## src/rtl/sonic_vc_st_fifo_adapter.sv

```systemverilog
// sonic_vc_st_fifo_adapter
// Avalon-ST timing adapter: absorbs an upstream source with ready latency
// IN_READY_LATENCY into a ready-latency-0 sink through a DEPTH-entry circular
// buffer. Adds a sticky overflow flag and an exported fill level. A write into
// a full buffer is accepted when a read happens in the same cycle.
//
// Ports:
//   clk, reset_n          sole clock (rising edge), async active-low reset
//   in_ready              ready to upstream, asserted while fill < DEPTH-RL
//   in_valid, in_*        upstream beat and payload fields
//   out_ready             downstream ready (RL 0)
//   out_valid, out_*      downstream beat, payload falls through from buffer head
//   fill_level            number of entries held (0..DEPTH)
//   overflow              sticky, set when a beat was dropped
//   overflow_clr          synchronous clear of overflow (set wins)
module sonic_vc_st_fifo_adapter #(
   parameter int DATA_W           = 128,
   parameter int EMPTY_W          = 2,
   parameter int ERROR_W          = 1,
   parameter int CHANNEL_W        = 1,
   parameter int DEPTH            = 8,
   parameter int IN_READY_LATENCY = 0
) (
   input  logic                       clk,
   input  logic                       reset_n,
   output logic                       in_ready,
   input  logic                       in_valid,
   input  logic [DATA_W-1:0]          in_data,
   input  logic [ERROR_W-1:0]         in_error,
   input  logic [CHANNEL_W-1:0]       in_channel,
   input  logic                       in_startofpacket,
   input  logic                       in_endofpacket,
   input  logic [EMPTY_W-1:0]         in_empty,
   input  logic                       out_ready,
   output logic                       out_valid,
   output logic [DATA_W-1:0]          out_data,
   output logic [ERROR_W-1:0]         out_error,
   output logic [CHANNEL_W-1:0]       out_channel,
   output logic                       out_startofpacket,
   output logic                       out_endofpacket,
   output logic [EMPTY_W-1:0]         out_empty,
   output logic [$clog2(DEPTH):0]     fill_level,
   output logic                       overflow,
   input  logic                       overflow_clr
);

   localparam int AW = $clog2(DEPTH);
   localparam int FW = AW + 1;
   localparam int PW = DATA_W + ERROR_W + CHANNEL_W + 2 + EMPTY_W;
   localparam logic [FW-1:0] FILL_FULL = FW'(DEPTH);
   localparam logic [FW-1:0] FILL_RDY  = FW'(DEPTH - IN_READY_LATENCY);

   logic [PW-1:0] r_mem [DEPTH];
   logic [AW-1:0] r_wp;
   logic [AW-1:0] r_rp;
   logic [FW-1:0] r_fill;
   logic          r_overflow;

   logic [PW-1:0] w_in_pay;
   logic [PW-1:0] w_out_pay;
   logic          w_rd;
   logic          w_wr_ok;
   logic          w_drop;
   logic [FW-1:0] w_fill_nxt;

   assign w_in_pay  = {in_data, in_error, in_channel, in_startofpacket,
                       in_endofpacket, in_empty};
   assign w_out_pay = r_mem[r_rp];

   // Handshake decode; a full buffer still accepts when the head leaves this cycle
   assign w_rd    = (r_fill != {FW{1'b0}}) & out_ready;
   assign w_wr_ok = in_valid & ((r_fill != FILL_FULL) | w_rd);
   assign w_drop  = in_valid & ~w_wr_ok;

   // Next fill count from the write/read pair
   always_comb begin
      w_fill_nxt = r_fill;
      case ({w_wr_ok, w_rd})
         2'b10:   w_fill_nxt = r_fill + FW'(1);
         2'b01:   w_fill_nxt = r_fill - FW'(1);
         default: w_fill_nxt = r_fill;
      endcase
   end

   // Buffer storage; contents are don't-care until written, so no reset
   always_ff @(posedge clk) begin
      if (w_wr_ok) begin
         r_mem[r_wp] <= w_in_pay;
      end
   end

   // Pointers, fill counter and sticky overflow
   always_ff @(posedge clk or negedge reset_n) begin
      if (!reset_n) begin
         r_wp       <= {AW{1'b0}};
         r_rp       <= {AW{1'b0}};
         r_fill     <= {FW{1'b0}};
         r_overflow <= 1'b0;
      end else begin
         if (w_wr_ok) begin
            r_wp <= r_wp + AW'(1);
         end
         if (w_rd) begin
            r_rp <= r_rp + AW'(1);
         end
         r_fill <= w_fill_nxt;
         // A drop in the same cycle as a clear keeps the flag set
         if (w_drop) begin
            r_overflow <= 1'b1;
         end else if (overflow_clr) begin
            r_overflow <= 1'b0;
         end
      end
   end

   // Flow-control outputs depend only on registered state
   assign in_ready   = (r_fill < FILL_RDY);
   assign out_valid  = (r_fill != {FW{1'b0}});
   assign fill_level = r_fill;
   assign overflow   = r_overflow;

   assign {out_data, out_error, out_channel, out_startofpacket,
           out_endofpacket, out_empty} = w_out_pay;

endmodule

```

## config.mk

```make
export PLATFORM = sky130hd
export DESIGN_NAME = sonic_vc_st_fifo_adapter
export DESIGN_NICKNAME = d
export VERILOG_FILES = /design/src/rtl/sonic_vc_st_fifo_adapter.sv
export SDC_FILE = /design/constraint.sdc
export NUM_CORES = 1
export LEC_CHECK = 0
export CELL_PAD_IN_SITES_DETAIL_PLACEMENT = 0
export CELL_PAD_IN_SITES_GLOBAL_PLACEMENT = 2
export CORE_ASPECT_RATIO = 0.75
export CORE_MARGIN = 2
export CORE_UTILIZATION = 51
export DETAILED_ROUTE_END_ITERATION = 10
export PLACE_DENSITY = 0.84
export SYNTH_ARGS = -nofsm -noshare
export SYNTH_HDL_FRONTEND = slang
export SYNTH_SLANG_ARGS = --single-unit
```

## constraint.sdc

```tcl
create_clock -name clk -period 36.2 [get_ports clk]
set_clock_uncertainty 0.1 [all_clocks]
set_input_delay 7.24 -clock clk [delete_from_list [all_inputs] [get_ports clk]]
set_output_delay 7.24 -clock clk [all_outputs]
set_load 0.03 [all_outputs]
```

==> summary.txt <==
Finish
  • Util after Layout: between 60% and 70%
  • Layout cells sized above 1: roughly 29%
  • Area delta synth->final: 17.0%
  • Final Net Count: between 2000 and 2500
  • Cell area after layout: between 0.04 and 0.05 mm2

Critical path
  • CP startpoint kind: register
  • Critical Path RT: around 29 ns
  • Critical Path Sink Type: output port
  • WS Path Type: register to output port
  • Crit-path cells: buf_4, buf_4, buf_4, mux4_2, mux2_2, clkdlybuf4s50_1
  • Critical path's largest stage delay: about 1 ns
  • Top cell by count, worst path: buf_4
  • Crit Path Max Fanout: 53
  • Data arrival, critical path: between 5 and 6 ns
  • Slowest-stage cell, CP: dfrtp_4

Yosys
  • Synth warn: 0
  • Mapped Nets: between 1500 and 2000
  • Mean post-synth cell area: ~25 um2
  • Yosys cell types: 31
  • Mapped Cells: 1618
  • Synthesized area: about 0.041 mm2
  • Flops & latches, synth: roughly 1100
  • Sequential area share after synthesis: 79.4%

Min path
  • Hold/Removal Path Class: register to register

Floorplanning
  • Die width: roughly 330 um
  • Die height: roughly 250 um
  • IO Count: between 200 and 300
  • Initial Util: between 50% and 60%
  • Core area: 0.0791 mm2
  • Die Footprint: a little over 0.08 mm2
  • Standard-cell rows: 89

Timing
  • Relative slew slack: roughly 17%
  • Final hold slack: 0.435 ns
  • RSZ-0062 raised after global routing: no
  • Final Hold Violating Endpoints: 0
  • Fin crit share: 36.6%
  • Tmin final: 13.23 ns
  • Setup-failing EPs final: 0
  • Slew @ Worst Pin: around 1.2 ns
  • Max Transition Viols Final: 0
  • Worst Slack Setup Final: 22.97 ns
  • Setup TNS: 0 ns
  • Fmax achieved: about 76 MHz

Drt
  • DRT antenna net count: 0
  • Vias per inst: about 5.8
  • DRC: 0
  • Met3 routed WL: slightly above 5 mm
  • Initial detailed-routing violation count: between 1000 and 1500
  • Met2 wire length: a little under 40 mm
  • Pre-Repair DR Iteration Count: 5
  • Detailed-route via count: approximately 18000
  • Final wirelength: around 80 mm
  • Wire per inst: roughly 26 um
  • Top routing layer in use: met5
  • Post-Route M1 WL: about 33 mm

Power and ir drop
  • Leak: roughly 15 nW
  • Clk network pwr share: 23.8%
  • Peak supply drop: about 98 uV
  • P_int: ~2.8 mW
  • Sw frac: between 30% and 40%
  • Net Sw Power: 1.28 mW
  • Combinational share of power: 35.5%
  • Pwr dens: around 85 mW/mm2
  • Sequential share of power: about 40%

CTS
  • Post-CTS Resized: 0
  • Root Buffer: clkbuf_16
  • CTS Buf Count: 100
  • Clock-pin slew on the worst setup and hold paths: 0.06 ns
  • Clk Latency, worst-skew pair: 0.65 ns
  • CTS Buffer Depth: 3
  • H-tree Lvls: 3
  • Sink Count: around 1100
  • CTS Hold Bufs: 0
  • Setup Buffers After CTS: 0
  • CTS tree: done

Global route
  • Vias in the first global route: 19000
  • First-pass GRT wire length: 118 mm
  • Total gr overflow: 0
  • Largest net degree at the start of global routing: about 160
  • Initial antenna violation count: 14
  • Total track usage: 19.4%

Place
  • Final Wtd Congestion: 0.731
  • DP Area: 0.0448 mm2
  • Setup Slack @ Placement: about 23 ns
  • Port Buffers: about 280
  • Dpl hpwl: 40.5 mm

Run status
  • Status: finished clean

Run
  • Total of max-cap violations: 0
==> placed cells by master (no fill, tap or decap), types with 2 or more instances in the layout <==
cell             synthesis  routed
edfxtp_1              1072    1072
clkdlybuf4s50_1          0     279
mux4_2                 268     268
mux2_2                 137     137
clkbuf_16                0     102
clkinv_1                 0      22
clkinv_2                 0      18
buf_4                    0      17
clkbuf_1                17      16
inv_1                    8       8
dfrtp_1                 11       8
diode_2                  0       6
buf_12                   0       6
xnor2_1                  5       5
ha_1                     5       5
clkinvlp_4               0       5
nor3_2                   0       4
bufinv_16                0       4
nand2_1                  3       3
nand2b_1                 3       3
o211ai_1                 3       3
nor2_4                   0       3
nand3_1                  3       3
nor3b_1                  3       3
dfrtp_4                  0       3
a21oi_1                  2       2
clkbuf_8                 0       2
clkinv_4                 0       2
==> sequential cells by signal (all words and copies together) (netlist names) <==
signal,count
r_mem,1072
fill_level,4
r_rp,3
r_wp,3
overflow,1
==> final timing paths <==
check                                    from            to  slack, ns  depth (start not counted)
worst max-delay path                  r_rp[0]  out_data[63]      22.97                          6
worst min-delay path                 overflow      overflow       0.43                          2
worst max register to register  fill_level[0]  r_mem[2][89]      31.63                          6
worst min register to register       overflow      overflow       0.43                          2
max in group asynchronous             reset_n       r_rp[0]      28.78                          1
min in group asynchronous             reset_n       r_wp[2]       6.84                          1
==> logic make-up (layout without fill, tap and decap cells) <==
group / Yosys count / in the layout / share of synthesized area, %
flip-flops: 1083 / 1083 / 79.4
XOR/XNOR: 6 / 6 / 0.128
multiplexers: 406 / 406 / 18.5
buffers and inverters: 84 / 482 / 1.27
adder cells (fa/ha/maj): 6 / 6 / 0.202
AO/OA/AOI/OAI: 10 / 10 / 0.183
AND/OR/NAND/NOR: 23 / 23 / 0.315
other: 0 / 6 / 0
==> synth_stat cells <==
library cell / instances / area, um2
o21ai_0: 1 / 5.00
fa_1: 1 / 20.0
or4_1: 1 / 7.51
o311ai_0: 1 / 8.76
o211ai_1: 3 / 22.5
nor3_1: 4 / 20.0
buf_6: 24 / 270
or4b_2: 1 / 10.0
nor3b_1: 3 / 22.5
a21oi_1: 2 / 10.0
nor2_1: 3 / 11.3
mux2i_1: 1 / 10.0
nand2b_1: 3 / 18.8
nand3_1: 3 / 15.0
mux2_2: 137 / 1540
edfxtp_1: 1072 / 32200
inv_1: 8 / 30.0
nand2_1: 3 / 11.3
ha_1: 5 / 62.6
dfrtp_1: 11 / 275
buf_2: 20 / 100
xor2_1: 1 / 8.76
or3_1: 1 / 6.26
nor4_1: 1 / 6.26
a2111o_1: 1 / 11.3
o32ai_1: 1 / 8.76
buf_1: 15 / 56.3
xnor2_1: 5 / 43.8
clkbuf_1: 17 / 63.8
o21ai_2: 1 / 8.76
mux4_2: 268 / 6040
==> layout make-up <==
class / instances / area [um2]
sequential: 1083 / 32500
fill: 5422 / 31200
multi-input combinational: 451 / 7980
timing repair buffer: 302 / 3040
clock buffer: 120 / 2640
tap: 1046 / 1310
clock inverter: 52 / 364
inverter: 8 / 30.0
antenna: 6 / 15.0
==> stage by stage <==
stage	total power, mW	std cells
6_report	4.07	3068
5_1_grt	4.25	3066
4_1_cts	4.13	3062
3_5_place_dp	3.15	2890
3_3_place_gp	3.14	2890
2_1_floorplan	2.70	1618
==> power groups by stage <==
stage	registers, mW	logic (mW)	clock network, mW
after floorplan	1.68	1.02	0
after global placement	1.68	1.46	0
after detailed placement	1.69	1.46	0
after CTS	1.66	1.47	0.995
after global routing	1.67	1.53	1.04
final	1.66	1.44	0.970
==> routing by layer <==
layer | track usage (%) | vias up
met5 | 0 | -
li1 | - | 7624
met4 | 5.39 | 18
met2 | 30.5 | 466
met3 | 4.47 | 128
met1 | 27.6 | 9516
==> worst max-delay path: cells and delay by family, from the launching register on <==
family | cells | cell delay (ns)
buffers and inverters | 4 | 3.24
DFF | 1 | 0.99
muxes | 2 | 0.88
No activity file was read; power rests on OpenSTA's default activity.
